==> src/rtl/grey_pkg.sv <==
// Shared definitions for the grey-scale serial link: state encoding, register
// map, STATUS bit positions and the grey-code step function.
package grey_pkg;

  typedef enum logic [1:0] {
    Sidle   = 2'd0,
    Srecv   = 2'd1,
    Sresync = 2'd2
  } state_t;

  localparam logic [3:0] ADDR_TIMEOUT = 4'd0;
  localparam logic [3:0] ADDR_NBITS   = 4'd4;
  localparam logic [3:0] ADDR_DATA    = 4'd8;
  localparam logic [3:0] ADDR_STATUS  = 4'd12;

  localparam int unsigned ST_VALID    = 0;
  localparam int unsigned ST_STEP_ERR = 1;
  localparam int unsigned ST_OVERRUN  = 2;
  localparam int unsigned ST_TIMEOUT  = 3;

  // Forward order is 0->1->3->2->0; dir=0 walks it backwards.
  function automatic logic [1:0] next_grey(input logic dir, input logic [1:0] cp);
    logic [1:0] nx;
    case (cp)
      2'd0:    nx = dir ? 2'd1 : 2'd2;
      2'd1:    nx = dir ? 2'd3 : 2'd0;
      2'd3:    nx = dir ? 2'd2 : 2'd1;
      default: nx = dir ? 2'd0 : 2'd3;
    endcase
    return nx;
  endfunction

endpackage

==> src/rtl/grey_scale_rx_if.sv <==
// Register bus of the grey-scale receiver (addr/rw/datain/dataout).
interface grey_scale_rx_if;
  logic        rw;
  logic [3:0]  addr;
  logic [31:0] datain;
  logic [31:0] dataout;

  modport master (output rw, output addr, output datain, input dataout);
  modport slave  (input rw, input addr, input datain, output dataout);
endinterface

==> src/rtl/grey_step_decode.sv <==
// Classifies the sampled grey code against the reference: forward step,
// backward step, or an illegal double toggle.
module grey_step_decode
  import grey_pkg::*;
(
  input  logic [1:0] i_ref,
  input  logic [1:0] i_ss,
  output logic       o_step_c,
  output logic       o_bit_c,
  output logic       o_err_c
);

  logic w_fwd;
  logic w_bwd;

  assign w_fwd    = (i_ss == next_grey(1'b1, i_ref));
  assign w_bwd    = (i_ss == next_grey(1'b0, i_ref));
  assign o_step_c = w_fwd | w_bwd;
  assign o_bit_c  = w_fwd;
  assign o_err_c  = (i_ss != i_ref) && !(w_fwd | w_bwd);

endmodule

==> src/rtl/grey_scale_rx.sv <==
// Grey-scale serial receiver: decodes grey steps into LSB-first words with
// register bus access. Optional GREY_RX_GLITCH_FILTER_EN adds a 2-sample filter.
module grey_scale_rx
  import grey_pkg::*;
#(
  parameter int unsigned DW = 16,
  parameter int unsigned TW = 32
) (
  input  logic              clk,
  input  logic              reset,
  grey_scale_rx_if.slave    bus,
  input  logic [1:0]        ss,
  output logic              rx_valid,
  output logic              rx_err
);

  localparam int unsigned NW = $clog2(DW);

  state_t          r_state;
  logic [1:0]      r_ss_q;
  logic [1:0]      r_ref;
  logic [NW-1:0]   r_bcnt;
  logic [NW-1:0]   r_nbits;
  logic [TW-1:0]   r_idle;
  logic [TW-1:0]   r_timeout;
  logic [DW-1:0]   r_shreg;
  logic [DW-1:0]   r_rxdata;
  logic            r_valid;
  logic            r_step_f;
  logic            r_ovr_f;
  logic            r_to_f;

  logic [1:0]      w_ss_acc;
  logic            w_step;
  logic            w_bit;
  logic            w_err;
  logic            w_rd_data;
  logic            w_wr_status;
  logic            w_done;
  logic            w_to_hit;
  logic [TW:0]     w_idle_inc;
  logic [NW:0]     w_sh;
  logic [DW-1:0]   w_shreg_nx;
  logic [DW-1:0]   w_word;
  logic [3:0]      w_status;

`ifdef GREY_RX_GLITCH_FILTER_EN
  logic [1:0]      r_ss_p;
  // A sample only counts once two consecutive clocks agree on it.
  assign w_ss_acc = (r_ss_q == r_ss_p) ? r_ss_q : r_ref;
`else
  assign w_ss_acc = r_ss_q;
`endif

  grey_step_decode u_dec (
    .i_ref    (r_ref),
    .i_ss     (w_ss_acc),
    .o_step_c (w_step),
    .o_bit_c  (w_bit),
    .o_err_c  (w_err)
  );

  assign w_rd_data   = !bus.rw && (bus.addr == ADDR_DATA);
  assign w_wr_status = bus.rw && (bus.addr == ADDR_STATUS);
  assign w_done      = w_step && (r_state != Sresync) && (r_bcnt == r_nbits);
  assign w_idle_inc  = {1'b0, r_idle} + (TW+1)'(1);
  assign w_to_hit    = (r_timeout != '0) && (w_idle_inc >= {1'b0, r_timeout});

  // Insert the new bit and keep only bits [NBITS:0] of the finished word.
  always_comb begin
    w_shreg_nx         = r_shreg;
    w_shreg_nx[r_bcnt] = w_bit;
    w_sh               = {1'b0, r_nbits} + (NW+1)'(1);
    w_word             = w_shreg_nx & ~({DW{1'b1}} << w_sh);
  end

  always_ff @(posedge clk) begin
    if (reset) begin
      r_state   <= Sidle;
      r_ss_q    <= '0;
`ifdef GREY_RX_GLITCH_FILTER_EN
      r_ss_p    <= '0;
`endif
      r_ref     <= '0;
      r_bcnt    <= '0;
      r_nbits   <= '0;
      r_idle    <= '0;
      r_timeout <= '0;
      r_shreg   <= '0;
      r_rxdata  <= '0;
      r_valid   <= 1'b0;
      r_step_f  <= 1'b0;
      r_ovr_f   <= 1'b0;
      r_to_f    <= 1'b0;
    end else begin
      r_ss_q <= ss;
`ifdef GREY_RX_GLITCH_FILTER_EN
      r_ss_p <= r_ss_q;
`endif
      // Clears come first so a same-cycle flag set further down wins.
      if (w_wr_status) begin
        if (bus.datain[ST_STEP_ERR]) r_step_f <= 1'b0;
        if (bus.datain[ST_OVERRUN])  r_ovr_f  <= 1'b0;
        if (bus.datain[ST_TIMEOUT])  r_to_f   <= 1'b0;
      end
      if (bus.rw && (bus.addr == ADDR_TIMEOUT)) r_timeout <= bus.datain[TW-1:0];
      if (bus.rw && (bus.addr == ADDR_NBITS))   r_nbits   <= bus.datain[NW-1:0];
      if (w_rd_data) r_valid <= 1'b0;

      if (w_err) begin
        r_step_f <= 1'b1;
        r_ref    <= w_ss_acc;
        r_bcnt   <= '0;
        r_shreg  <= '0;
        r_state  <= Sresync;
      end else begin
        case (r_state)
          Sresync: r_state <= Sidle;
          Sidle, Srecv: begin
            if (w_step) begin
              r_ref  <= w_ss_acc;
              r_idle <= '0;
              if (w_done) begin
                r_rxdata <= w_word;
                r_valid  <= 1'b1;
                if (r_valid && !w_rd_data) r_ovr_f <= 1'b1;
                r_bcnt   <= '0;
                r_shreg  <= '0;
                r_state  <= Sidle;
              end else begin
                r_shreg  <= w_shreg_nx;
                r_bcnt   <= r_bcnt + NW'(1);
                r_state  <= Srecv;
              end
            end else if (r_state == Srecv) begin
              if (r_idle != '1) r_idle <= r_idle + TW'(1);
              if (w_to_hit) begin
                r_to_f  <= 1'b1;
                r_bcnt  <= '0;
                r_shreg <= '0;
                r_state <= Sidle;
              end
            end
          end
          default: r_state <= Sidle;
        endcase
      end
    end
  end

  always_comb begin
    w_status              = '0;
    w_status[ST_VALID]    = r_valid;
    w_status[ST_STEP_ERR] = r_step_f;
    w_status[ST_OVERRUN]  = r_ovr_f;
    w_status[ST_TIMEOUT]  = r_to_f;
  end

  always_comb begin
    bus.dataout = '0;
    if (!bus.rw) begin
      case (bus.addr)
        ADDR_TIMEOUT: bus.dataout = 32'(r_timeout);
        ADDR_NBITS:   bus.dataout = 32'(r_nbits);
        ADDR_DATA:    bus.dataout = 32'(r_rxdata);
        ADDR_STATUS:  bus.dataout = 32'(w_status);
        default:      bus.dataout = '0;
      endcase
    end
  end

  assign rx_valid = r_valid;
  assign rx_err   = r_step_f | r_ovr_f | r_to_f;

endmodule

==> src/flat_wrapper.sv <==
// flat-port wrapper written by rule: the top's interface ports become plain ports
module grey_scale_rx_flat import grey_pkg::*;
#(
  parameter int unsigned DW = 16,
  parameter int unsigned TW = 32
)
  (clk, reset, ss, rx_valid, rx_err, bus_rw, bus_addr, bus_datain, bus_dataout);
  grey_scale_rx_if bus_i ();
  input  logic clk;
  input  logic reset;
  input  logic [1:0] ss;
  output logic rx_valid;
  output logic rx_err;
  input wire logic [$bits(bus_i.rw)-1:0] bus_rw;
  input wire logic [$bits(bus_i.addr)-1:0] bus_addr;
  input wire logic [$bits(bus_i.datain)-1:0] bus_datain;
  output wire logic [$bits(bus_i.dataout)-1:0] bus_dataout;
  assign bus_i.rw = bus_rw;
  assign bus_i.addr = bus_addr;
  assign bus_i.datain = bus_datain;
  assign bus_dataout = bus_i.dataout;
  grey_scale_rx #(.DW(DW), .TW(TW)) u_core (.clk(clk), .reset(reset), .bus(bus_i), .ss(ss), .rx_valid(rx_valid), .rx_err(rx_err));
endmodule
==> config.mk <==
export PLATFORM = sky130hd
export DESIGN_NAME = grey_scale_rx_flat
export DESIGN_NICKNAME = d
export VERILOG_FILES = /design/src/rtl/grey_pkg.sv /design/src/rtl/grey_scale_rx_if.sv /design/src/rtl/grey_step_decode.sv /design/src/rtl/grey_scale_rx.sv /design/src/flat_wrapper.sv
export SDC_FILE = /design/constraint.sdc
export NUM_CORES = 1
export LEC_CHECK = 0
export ABC_AREA = 1
export BUFFER_PORTS_ARGS = -buffer_cell sky130_fd_sc_hd__buf_4
export CORE_AREA = 2 2 107 109
export CTS_BUF_LIST = sky130_fd_sc_hd__clkbuf_8
export DETAILED_ROUTE_END_ITERATION = 8
export DIE_AREA = 0 0 109 111
export PLACE_DENSITY = 0.86
export SLEW_MARGIN = 10
export SYNTH_ARGS = -nofsm -noshare
export SYNTH_HDL_FRONTEND = slang
export SYNTH_HIERARCHICAL = 1
export SYNTH_SLANG_ARGS = --single-unit
==> constraint.sdc <==
create_clock -name clk -period 7.8 [get_ports clk]
set_clock_uncertainty 0.2 [all_clocks]
set_input_delay 0.39 -clock clk [delete_from_list [all_inputs] [get_ports clk]]
set_output_delay 0.39 -clock clk [all_outputs]
set_load 0.005 [all_outputs]
==> flow_results.org, run 1 <==
** STA
- Final total negative setup slack :: 0 ns
- The count of endpoints failing hold in the final timing report came to 0.
- Based on the critical path, the design can be clocked at up to approximately 0.25 GHz.
- Setup WS post-layout :: 3.842 ns
- The worst path uses 50.74% of the clock period.
- Final setup viols :: 0
- For the pin with the worst max-slew slack, the measured transition is approximately 1.3 ns.
- The number of slew-limit violations in the final report came to 0.
- The routed design could run at a clock period as short as just under 4 ns.
- Setup repair after global routing left no endpoint under its margin.
- Worst rel slew slack :: 14.02%

** Final layout
- Ratio of cells with drive above 1 in the final layout :: 11.06%
- The library cells used most frequently in the layout, excluding fill and tap cells, are 264 x nand2_1, 119 x a21oi_1, 114 x inv_1, 114 x dfxtp_1, 100 x nor2_1.
- Antenna diode count :: 0
- Number of nets in the finished design :: about 1200
- Synth-to-layout area growth :: 13.96%
- Commonest non-fill, non-tap cell in the layout :: nand2_1

** Route
- The count of nets left with antenna violations once routing finished came out at 0.
- Using the TritonRoute via totals, the vias-per-cell ratio works out to 5.772.
- Post-detailed-route DRC marker count :: 0
- The pre-antenna-repair detailed-routing pass consisted of 5 iterations.
- The routed design has 19.20 mm of wire.
- The detailed router finished its first iteration with 948 violations.
- In the final routed layout, each cell accounts on average for between 15 and 20 um.
- Detailed routing inserted a total of 7296 vias.

** Power and ir drop
- VDD sags by at most 0.1840 mV.
- PD cells :: 258.6 nW/um2
- In this run the static leakage power is between 3 and 4 nW.

** Clocking
- Maximum count of clock buffers along a single path :: 2
- The H-tree was split into 4 levels.
- The clock drives 114 sinks.
- TritonCTS built the clock tree.
- Buffers inserted during clock tree synthesis total 17.
- Hold buffer count at CTS :: 2
- The later pin in the worst-skew pair is clocked with a latency of 0.45 ns.
- In this run, post-CTS repair resized a total of 0 instances.
- Post-CTS Setup Repair Bufs :: 0
- Root buf cell :: clkbuf_8
- Clock-pin slew was measured on the worst setup and hold paths at 0.07 ns.

** Synthesis
- Top FF cell, synth :: dfxtp_1
- Synthesis produced a netlist with a net count of 1138.
- Synthesis warning total :: 6
- After synthesis the cells add up to 6983 um2.
- A synthesized cell averages 6.606 um2.
- Count of flip-flops with a built-in enable after synthesis :: 0
- In this run, distinct cell masters in the synthesized netlist total 40.
- After synthesis, flip-flops and latches occupy 32.68% of the total area.
- Synthesized instance count :: 1057
- After synthesis, the share of flip-flops with an asynchronous set or reset is 0%.
- Yosys reg bits :: between 100 and 150

** Placed design
- Final estimated routing congestion in global placement :: just over 0.9
- Detailed placement ended at an HPWL of 13.97 mm.
- Buffers placed on the I/O ports in this run total 74.
- At the placement stage, the worst setup path has a slack of 3.886 ns.

** Global routing
- The first global-routing pass estimated 30.98 mm of wire.
- Largest net degree at the start of global routing :: 64
- The initial antenna violation count is 0.
- In the global route stage, overall resource usage came out at 32.40%.
- Total grt overflow :: 0
- Number of global-route vias before repair :: 6431

** Critical path
- By startpoint and endpoint, the worst setup path is classified as reg -> reg.
- The worst register-to-register path has a depth of 23.
- CP max FO :: 26
- The worst setup path is launched from a flop.
- Among the stages of the critical path, the cell type that occurs most often is nand2_1.
- Timing endpoint of the critical path :: u_core/r_shreg[6]
- At the worst endpoint, the required time is 7.94 ns.
- The worst setup path is captured at a flop.
- R2r endpoint :: u_core/r_shreg[6]
- Tracing the worst setup path back leads to its startpoint at u_core/r_idle[0].
- Worst R2R Setup Slack :: 3.84 ns
- Data arrival at the endpoint of the critical path :: approximately 4.1 ns
- The slowest stage of the critical path is the dfxtp_1 cell.
- In this run the critical register-to-register path is launched from u_core/r_idle[0].
- Worst-path cell chain :: ha_1 -> nand3_1 -> nor2_1 -> nand3_1 -> nor3_1 -> nand2_1 -> nor2_1 -> xnor2_1 -> inv_1 -> ha_1 -> nand2_1 -> nor2_1 -> nand2_1 -> nor2_1 -> nand2_1 -> nand4_1 -> nor2_2 -> nand2_2 -> nand3_4 -> nand2_4 -> nand2_1 -> nand2_1 -> nor2_1
- CP max stage delay :: 0.40 ns

** Floorplanning
- The core region is 11080 um2.
- The floorplan step set the die width to 109 um.
- Die Span Y :: 111 um
- The die covers around 12000 um2.
- Num rows :: 39
- For this design the top-level I/O count stands at 75.
- Starting density of the core :: about 63%

** Status
- Run status :: completed

** Hold path
- The startpoint identified for the worst hold timing path is bus_datain[18].
- Worst Hold Class :: in -> reg

** Flow run
- The tool flagged a number of max-cap violations equal to 0.
## cell families (layout without fill, tap and decap cells)
family,count (synthesis),in the layout,share of synthesized area (%)
compound gates,219,219,16.82
fa+ha+maj,40,40,7.167
simple gates,495,495,30.64
xor+xnor,30,30,3.763
buf+inv,159,223,8.923
flops,114,114,32.68
## worst min path at each step
| stage | to | slack (ns) | cells past startpoint |
|---|---|---|---|
| 2_1_floorplan | u_core/r_rxdata[0] | 0.23 | 2 |
| 3_3_place_gp | u_core/r_rxdata[0] | 0.25 | 2 |
| 3_5_place_dp | u_core/r_to_f | 0.26 | 2 |
| 4_1_cts | u_core/r_timeout[16] | 0.008 | 3 |
| 5_1_grt | u_core/r_timeout[22] | 0.03 | 3 |
| 6_report | u_core/r_timeout[18] | 0.03 | 3 |
## layout make-up
| cell class | instances | area (um2) |
|---|---|---|
| multi-input combinational | 784 | 4085 |
| timing repair buffer | 79 | 598.1 |
| inverter | 115 | 431.7 |
| clock inverter | 5 | 51.30 |
| clock buffer | 24 | 330.3 |
| fill | 976 | 3119 |
| tap | 143 | 178.9 |
| sequential | 114 | 2282 |
## cell usage after synthesis, types with 5 or more instances
| master | n | area [um2] |
|---|---|---|
| a211oi_1 | 5 | 37.54 |
| a21oi_1 | 119 | 595.6 |
| a221oi_1 | 5 | 43.79 |
| buf_2 | 9 | 45.04 |
| clkbuf_1 | 30 | 112.6 |
| dfxtp_1 | 114 | 2282 |
| ha_1 | 40 | 500.5 |
| inv_1 | 113 | 424.2 |
| nand2_1 | 265 | 994.7 |
| nand3_1 | 42 | 210.2 |
| nand4_1 | 29 | 181.4 |
| nor2_1 | 100 | 375.4 |
| nor3_1 | 32 | 160.2 |
| nor4_1 | 7 | 43.79 |
| o21ai_0 | 68 | 340.3 |
| xnor2_1 | 12 | 105.1 |
| xor2_1 | 18 | 157.7 |
## metrics by stage
step,area [um2],std cells,total power (W),utilization (%),hold WS [ns]
after floorplan,6983,1057,0.001341,-,0.2315
after global placement,7556,1233,0.001491,68.21,0.2532
after detailed placement,7556,1233,0.001507,68.21,0.2571
after CTS,7958,1264,0.002045,71.84,0.008332
after global routing,7958,1264,0.002195,71.84,0.03109
final,7958,1264,0.002058,71.84,0.03008
## metal layers
layer  part of all wire [%]  vias to the layer above  GRT usage [%]
li1                       -                     3594              -
met1                     47                     3281          47.47
met2                     41                      381          45.51
met3                     11                       40          8.995
met4                    1.9                        0          10.68
met5                      0                        -              0
## worst max-delay path, delay by kind of cell, from the launching register on
| family | cells | cell delay [ns] |
|---|---|---|
| buffers and inverters | 1 | 0.08 |
| DFF | 1 | 0.40 |
| adders and majority gates | 2 | 0.54 |
| xor gates and xnor gates | 1 | 0.13 |
| and+or+nand+nor | 19 | 2.51 |
## power breakdown
group	total, W	leakage (nW)	internal [W]	switching, W
Clock	0.000535	0.200	0.000304	0.000232
Combinational	0.000783	2.29	0.000243	0.000540
Sequential	0.000740	0.926	0.000669	0.0000711
Total	0.00206	3.42	0.00122	0.000842
## state kept, by name (all words and copies together) (netlist names)
| name | flops |
|---|---|
| u_core/r_shreg | 16 |
| u_core/r_bcnt | 4 |
| u_core/r_idle | 32 |
| u_core/r_step_f | 1 |
| u_core/r_ref | 2 |
| u_core/r_timeout | 32 |
| u_core/r_ovr_f | 1 |
| u_core/r_rxdata | 16 |
| u_core/r_ss_q | 2 |
| u_core/r_nbits | 4 |
| u_core/rx_valid | 1 |
| u_core/r_state | 2 |
| u_core/r_to_f | 1 |
Note: power is estimated with default switching activity, not from simulation.
==> run 2, diff against run 1 <==
--- a/config.mk
+++ b/config.mk
@@ -7,11 +7,11 @@
 export LEC_CHECK = 0
 export ABC_AREA = 1
 export BUFFER_PORTS_ARGS = -buffer_cell sky130_fd_sc_hd__buf_4
-export CORE_AREA = 2 2 107 109
+export CORE_AREA = 2 2 116 118
 export CTS_BUF_LIST = sky130_fd_sc_hd__clkbuf_8
 export DETAILED_ROUTE_END_ITERATION = 8
-export DIE_AREA = 0 0 109 111
-export PLACE_DENSITY = 0.86
+export DIE_AREA = 0 0 118 120
+export PLACE_DENSITY = 0.77
 export SLEW_MARGIN = 10
 export SYNTH_ARGS = -nofsm -noshare
 export SYNTH_HDL_FRONTEND = slang
==> constraint.sdc (replaced) <==
create_clock -name clk -period 3.35 [get_ports clk]
set_clock_uncertainty 0.2 [all_clocks]
set_input_delay 0.1675 -clock clk [delete_from_list [all_inputs] [get_ports clk]]
set_output_delay 0.1675 -clock clk [all_outputs]
set_load 0.005 [all_outputs]
==> run 2 against run 1 <==
Net effect:
- critical path depth decreased by 1
- global-route usage decreased by 2.7 points
- cell count increased by 8.9%
- die area increased by 17%
- combinational power increased to 2.8 times the previous value
- non-clock buffer count increased by 75
- largest power group unchanged
==> flow_results.org, run 2 (synthesis results as in run 1) <==
** Critical path
- Most common cell on crit path :: nand2_2
- Cell with the largest stage delay on the worst path :: dfxtp_4
- The setup slack of the worst register-to-register path came to 0.01 ns (-3.83 ns).
- Worst-path cell chain :: ha_4 -> nand3_4 -> nor2_4 -> nand3_2 -> nor3_4 -> nand2_2 -> nor2_2 -> xnor2_1 -> inv_1 -> ha_4 -> nand2_2 -> nor3_1 -> nand2_2 -> nor2_1 -> nand2_1 -> nand2_2 -> nand3_4 -> buf_6 -> nand2_8 -> nand2_2 -> nand2_1 -> nor2_1
- Path type of the worst setup path :: reg -> reg
- Data arrival at the endpoint of the critical path :: 3.48 ns (-0.62 ns)
- Reg2Reg Launch Point :: u_core/r_idle[0]
- Length in cells of the worst reg-to-reg path :: 22 (-4.3%)
- Setup crit start kind :: flop
- CP max FO :: 7 (-73%)
- Required time at the endpoint of the critical path :: 3.49 ns (-4.45 ns)
- CP max stage delay :: 0.39 ns (about the same)
- STA classifies the critical path endpoint as a flop.
- The endpoint identified for the worst register-to-register timing path is u_core/r_shreg[11].

** Final layout
- Layout fillers :: 1079 (+11%)
- The final instance area is 9143 um2 (+15%).
- Antenna diode count :: 0 (unchanged)
- Ratio of cells with drive above 1 in the final layout :: 19.65% (+8.6 points)
- Leaving out fill and tap cells, the most frequent cells in the layout are 244 x nand2_1, 119 x a21oi_1, 111 x inv_1.
- Largest registers ranked by flip-flop count :: u_core/r_idle (32), u_core/r_timeout (32)
- Synth-to-layout area growth :: 30.93%
- Number of nets in the finished design :: 1269 (+6.5%)
- Leaving out fill and tap cells, the most frequent cell in the layout is nand2_1.

** Flow run
- Max-cap violations :: 0 (unchanged)

** Power and ir drop
- Peak VDD IR :: 0.4122 mV (+120%)
- The leakage power figure is 3.960 nW (+16%).
- PD cells :: 580.2 nW/um2 (+120%)

** Hold path
- The worst hold path belongs to the class in -> reg.
- The path with the worst hold slack has its endpoint at u_core/r_step_f.
- The cell depth of the worst hold path was 3 (unchanged).
- The startpoint identified for the worst hold timing path is bus_rw.

** STA
- Share of the clock period used by the worst path :: 99.72% (+49 points)
- The count of final setup violators was 0 (unchanged).
- Final total negative setup slack :: 0 ns (unchanged)
- Minimum period implied by the final worst setup slack :: 3.340 ns (-0.6174 ns)
- The worst-case setup margin in the final layout was 0.009529 ns (-3.833 ns).
- Worst-margin pin slew :: 0.9773 ns (-0.3077 ns)
- Slew Viols, Final :: 0 (unchanged)
- Top achievable clock speed :: 0.2994 GHz (+18%)
- Worst hold slack :: 0.06362 ns (+0.03354 ns)
- Setup repair after global routing could not meet its margin everywhere.
- The count of endpoints failing hold in the final timing report came to 0 (unchanged).
- Worst rel slew slack :: 34.78% (+21 points)

** Global routing
- Wire length of the first global-routing pass :: 33.76 mm (+9.0%)
- The global-route congestion overflow total came to 0 (unchanged).
- The initial antenna violation count came to 0 (unchanged).
- The all-layer global routing usage was 29.74% (-2.7 points).
- Largest net degree at the start of global routing :: 49 (-23%)
- The via count of the first global-routing pass came to 7053 (+9.7%).

** Route
- The wire length per cell is 15.93 um (+4.9%).
- The vias per cell came to 5.649 (-2.1%).
- The number of design rule violations left after detail routing came to 0 (unchanged).
- Antenna violation net count after detailed routing :: 0 (unchanged)
- The violation count after the first detailed-route iteration is 946 (-0.21%).
- 1st-pass router iterations :: 6 (+1)
- Via Count :: 7778 (+6.6%)
- The detailed-route wire length is 21.94 mm (+14%).

** Clocking
- Maximum count of clock buffers along a single path :: 2 (unchanged)
- Number of H-tree levels :: 4 (unchanged)
- Clock network latency to the later pin of the worst-skew pair :: 0.44 ns (about the same)
- Reg clk slew, reported paths :: 0.07 ns (about the same)
- CTS placed an instance of clkbuf_8 at the clock tree root.
- The number of buffers created by CTS is 17 (unchanged).
- The clock sink total was 114 (unchanged).
- TritonCTS clock tree :: yes

** Placed design
- Estimated wirelength of the detail-placed design :: 14.51 mm (+3.8%)
- The total placed instance area came to 7785 um2 (+3.0%).
- Final estimated routing congestion in global placement :: 0.9099 (-0.32%)
- Number of port buffers :: 74 (unchanged)
- Worst setup slack after placement :: -0.1050 ns (-3.991 ns)

** Floorplanning
- Num rows :: 42 (+7.7%)
- Core region area :: 12980 um2 (+17%)
- The number of I/O pins is 75 (unchanged).
- Starting density of the core :: 53.80% (-9.2 points)
- Die area :: 14160 um2 (+17%)
- Die span in x :: 118 um (+8.3%)
- Die Span Y :: 120 um (+8.1%)

** Status
- Run status :: completed
run 2: changes by cell type in the layout (fill, tap and decap cells not counted), moves of 5 or more:
cell           change
dlygate4sd3_1     +37
buf_4             +32
nand2_1           -20
nand2_2           +16
nor2_1            -11
dfxtp_1           -10
nor3_1             -8
dfxtp_2            +7
nor2_2             +7
ha_1               -5
ha_4               +5
run 2: worst max-delay path by stage:
stage                                start                  to  slack (ns)
after floorplan           u_core/r_idle[0]  u_core/r_shreg[11]        0.14
after global placement    u_core/r_idle[0]  u_core/r_shreg[11]       -0.01
after detailed placement  u_core/r_idle[0]  u_core/r_shreg[11]       -0.11
after CTS                 u_core/r_idle[1]  u_core/r_shreg[14]      0.0005
after global routing      u_core/r_idle[1]  u_core/r_shreg[14]       -0.23
final                     u_core/r_idle[0]  u_core/r_shreg[11]        0.01
run 2: final cells by class:
| cell class | instances | area, um2 | share of cell area (%) |
|---|---|---|---|
| Clock buffer | 20 | 275.3 | 3.011 |
| Clock inverter | 12 | 162.7 | 1.779 |
| Inverter | 115 | 436.7 | 4.776 |
| Timing Repair Buffer | 154 | 1279 | 13.99 |
| Tap cell | 176 | 220.2 | 2.409 |
| Multi-Input combinational cell | 786 | 4467 | 48.86 |
| Sequential cell | 114 | 2302 | 25.18 |
run 2: layer usage:
layer | vias to the layer above | GRT usage [%] | wire length (um)
li1 | 3753 | - | -
met1 | 3564 | 37.11 | 9015
met2 | 391 | 48.73 | 10290
met3 | 70 | 5.989 | 1749
met4 | 0 | 15.36 | 888
met5 | - | 0 | 0
run 2: power breakdown:
part / internal [W] / switching [W]
Sequential: 0.00156 / 0.000153
Combinational: 0.000733 / 0.00143
Clock: 0.000859 / 0.000568
Total: 0.00315 / 0.00215
run 2: timing repair:
item                                    in CTS  in global routing
hold buffers                                39                  0
gates cloned                                 0                  3
endpoints found under the hold margin       42                  0
endpoints found under the setup margin      20                 22
pin swaps                                    0                 34
setup buffers                                0                 13
resized for setup                            5                 93
run 2: worst max-delay path: cells and delay by family (launching register included):
| family | cells | cell delay [ns] |
|---|---|---|
| buf+inv | 2 | 0.26 |
| simple gates | 17 | 1.83 |
| fa+ha+maj | 2 | 0.44 |
| xor+xnor | 1 | 0.12 |
| flops | 1 | 0.39 |
run 2: metrics by stage:
stage,util [%],total power (W),cells
after floorplan,-,0.003122,1057
after global placement,59.98,0.003545,1291
after detailed placement,59.98,0.003575,1291
after CTS,66.49,0.005052,1362
after global routing,70.44,0.005623,1377
final,70.44,0.005304,1377
==> run 3, diff against run 2 <==
--- a/config.mk
+++ b/config.mk
@@ -7,11 +7,14 @@
 export LEC_CHECK = 0
 export ABC_AREA = 1
 export BUFFER_PORTS_ARGS = -buffer_cell sky130_fd_sc_hd__buf_4
-export CORE_AREA = 2 2 116 118
+export CELL_PAD_IN_SITES_DETAIL_PLACEMENT = 0
+export CELL_PAD_IN_SITES_GLOBAL_PLACEMENT = 1
+export CORE_AREA = 2 2 137 139
 export CTS_BUF_LIST = sky130_fd_sc_hd__clkbuf_8
 export DETAILED_ROUTE_END_ITERATION = 8
-export DIE_AREA = 0 0 118 120
-export PLACE_DENSITY = 0.77
+export DIE_AREA = 0 0 139 141
+export PLACE_DENSITY_LB_ADDON = 0.1
+export RECOVER_POWER = 50
 export SLEW_MARGIN = 10
 export SYNTH_ARGS = -nofsm -noshare
 export SYNTH_HDL_FRONTEND = slang
==> run 3 against run 2 <==
Net effect:
- the run now ends with capacitance limit, slew limit left
- non-clock buffer count increased by 27
- sequential power barely moved
- clock-buffer cell count is 1 lower
- first-iteration DRC count fell by 45%
- design area is 3.0% higher
- fmax increased by 0.66%
- clock power about the same
- power up 0.79%
- worst setup slack better by 0.022 ns
==> flow_results.org, run 3 (synthesis results as in run 1) <==
** Status
- Run status :: finished with violations
- The final reports fail on capacitance limit, slew limit.

** Route
- Post-detailed-route DRC marker count :: 0 (unchanged)
- The violation count after the first detailed-route iteration is 517 (-45%).
- The detailed-router iteration count before antenna repair was 5 (-1).
- Routed wire length per instance :: 15.47 um (-2.9%)
- The detailed-route wire length is 22.63 mm (+3.2%).
- The number of vias in the routed layout was 7332 (-5.7%).
- Ratio of routed vias to standard cells :: 5.012 (-11%)
- Antenna violation net count after detailed routing :: 0 (unchanged)

** STA
- Final total negative setup slack :: 0 ns (unchanged)
- Final Hold Violating Endpoints :: 0 (unchanged)
- Setup WS post-layout :: 0.03143 ns (+0.02190 ns)
- The maximum operating frequency came to 0.3013 GHz (+0.66%).
- The count of final setup violators was 0 (unchanged).
- The number of slew-limit violations in the final report was 64 (+64).
- The transition time of the tightest slew-check pin was 1.815 ns (+0.8379 ns).
- Minimum period implied by the final worst setup slack :: 3.319 ns (-0.02190 ns)
- Setup repair after global routing could not meet its margin everywhere.
- Worst rel slew slack :: -21.30% (-56 points)
- The period utilization is 99.06% (-0.65 points).

** Floorplanning
- Starting density of the core :: 38.23% (-16 points)
- The floorplan die area came to 19600 um2 (+38%).
- Top Ports :: 75 (unchanged)
- The height of the chip was 141 um (+18%).
- Core region area :: 18270 um2 (+41%)
- Die span in x :: 139 um (+18%)
- The site row count is 50 (+19%).

** Critical path
- Cell with the largest stage delay on the worst path :: dfxtp_4
- Broken down by cell family, the worst path's largest delay share belongs to simple AND/OR/NAND/NOR gates.
- CP max stage delay :: 0.38 ns (about the same)
- The cell depth of the worst flop-to-flop path was 22 (unchanged).
- R2r endpoint :: u_core/r_shreg[10]
- Source of the critical timing path :: u_core/r_idle[1]
- Timing endpoint of the critical path :: u_core/r_shreg[10]
- The worst setup path is of the reg -> reg kind.
- Walking the worst path, the cells encountered are ha_4 -> nand3_4 -> nor2_4 -> nand3_2 -> nor3_2 -> buf_4 -> nand2_4 -> buf_4 -> xnor2_2 -> ha_4 -> a21oi_2 -> o21ai_0 -> a21oi_1 -> nor2_2 -> nor2_2 -> nand2_2 -> nand3_4 -> buf_12 -> nand2_4 -> nand2_1 -> nand2_1 -> nor2_1.
- Data arrival at the endpoint of the critical path :: 3.50 ns (+0.02 ns)
- CP bufs+invs :: 3 (+1)
- CP max FO :: 6 (-1)
- Cell depth of the worst setup path :: 22 (unchanged)
- Worst setup EP type :: flop
- The required time of the critical path was 3.53 ns (+0.04 ns).
- Worst R2R Setup Slack :: 0.03 ns (+0.02 ns)
- Reg2Reg Launch Point :: u_core/r_idle[1]
- STA classifies the critical path startpoint as a flop.

** Global routing
- The global-route wire length before repair came to 35.16 mm (+4.1%).
- The initial antenna violation count is 0 (unchanged).
- The largest net degree at the start of global routing is 64 (+31%).
- The met1 track demand over resource was 34.21% (-2.9 points).
- The global-route congestion overflow total came to 0 (unchanged).
- Number of global-route vias before repair :: 6656 (-5.6%)
- GR Util All Layers :: 22.45% (-7.3 points)
- Highest-utilization routing layer at the global route stage :: met1
- Grt met2 use :: 33.13% (-16 points)
- Met3 capacity usage during global routing :: 3.227% (-2.8 points)

** Final layout
- The number of antenna cells inserted was 0 (unchanged).
- Leading cell types in the layout, fill and taps excluded :: 254 x nand2_1, 121 x buf_4, 116 x a21oi_1
- Synth-to-layout area growth :: 34.83%
- The fill cell instance count of the final layout is 1847 (+71%).
- The final instance area is 9415 um2 (+3.0%).
- Commonest non-fill, non-tap cell in the layout :: nand2_1
- The number of nets in the final layout came to 1297 (+2.2%).
- The fraction of final layout cells with drive strength greater than 1 is 21.24% (+1.6 points).
- The count of non-filler cells in the finished layout is 1463 (+6.2%).
- Largest registers ranked by flip-flop count :: u_core/r_idle (32), u_core/r_timeout (32)

** Hold path
- Worst Hold Class :: in -> reg

** Clocking
- The worst-skew pair later-pin latency is 0.44 ns (about the same).
- The number of buffers on the longest clock path was 2 (unchanged).
- Inserted Clock Buffers :: 17 (unchanged)
- The clock sink total came to 114 (unchanged).
- The maximum level of the CTS H-tree was 4 (unchanged).
- Reg clk slew, reported paths :: 0.08 ns (about the same)
- TritonCTS built the clock tree.
- Root buf cell :: clkbuf_8

** Power and ir drop
- The power density relative to cell area came to 567.8 nW/um2 (-2.1%).
- Peak VDD IR :: 0.4191 mV (+1.7%)
- Pwr Total :: 0.005346 W (+0.79%)
- Static Leakage :: 4.024 nW (+1.6%)

** Placed design
- Placed Instances :: 1386 (+7.4%)
- The total placed instance area is 8135 um2 (+4.5%).
- The count of input and output buffers is 74 (unchanged).
- Final estimated routing congestion in global placement :: 0.8363 (-8.1%)
- Estimated wirelength of the detail-placed design :: 16.40 mm (+13%)
- The placement-stage worst setup slack came to -0.1080 ns (-0.003047 ns).

** Flow run
- Max-cap violations :: 1 (+1)
[run 3: final cells by class]
cell class	count	area, um2	share of cell area, %
Tap cell	234	292.8	3.110
Inverter	115	431.7	4.585
Clock inverter	13	183.9	1.953
Timing Repair Buffer	181	1486	15.79
Multi-Input combinational cell	787	4464	47.42
Clock buffer	19	261.5	2.777
Sequential cell	114	2295	24.37
[run 3: routing by layer]
metal | part of all wire (%) | vias to the layer above
li1 | - | 3808
met1 | 53 | 3335
met2 | 42 | 174
met3 | 4.3 | 15
met4 | 0.92 | 0
met5 | 0 | -
[run 3: timing repair]
action,CTS,global route
gates resized for setup,9,78
setup endpoints to repair,21,21
hold endpoints to repair,41,0
gates cloned,0,4
setup buffers,0,7
hold buffers,34,0
pin swaps,0,29
[run 3: through the flow]
step,hold WS [ns],util [%]
5_1_grt,0.02127,51.54
2_1_floorplan,0.07447,-
6_report,0.02674,51.54
3_3_place_gp,0.1718,44.53
3_5_place_dp,0.1765,44.53
4_1_cts,0.001277,49.04
[run 3: how the worst min path moves through the flow]
stage,start,end,slack (ns),cells past startpoint
after floorplan,ss[0],u_core/r_ss_q[0],0.07,2
after global placement,ss[0],u_core/r_ss_q[0],0.17,3
after detailed placement,ss[1],u_core/r_ss_q[1],0.18,3
after CTS,bus_rw,u_core/r_timeout[0],0.001,3
after global routing,reset,u_core/r_timeout[24],0.02,4
final,bus_rw,u_core/r_timeout[0],0.03,3
[run 3: where the power goes]
group | switching (W) | internal [W]
Combinational | 0.00142 | 0.000734
Clock | 0.000611 | 0.000849
Sequential | 0.000173 | 0.00156
[run 3: worst min-delay path, delay by kind of cell]
family                 cells  cell delay [ns]
AO/OA/AOI/OAI              1             0.06
AND/OR/NAND/NOR            1             0.14
buffers and inverters      1             0.24
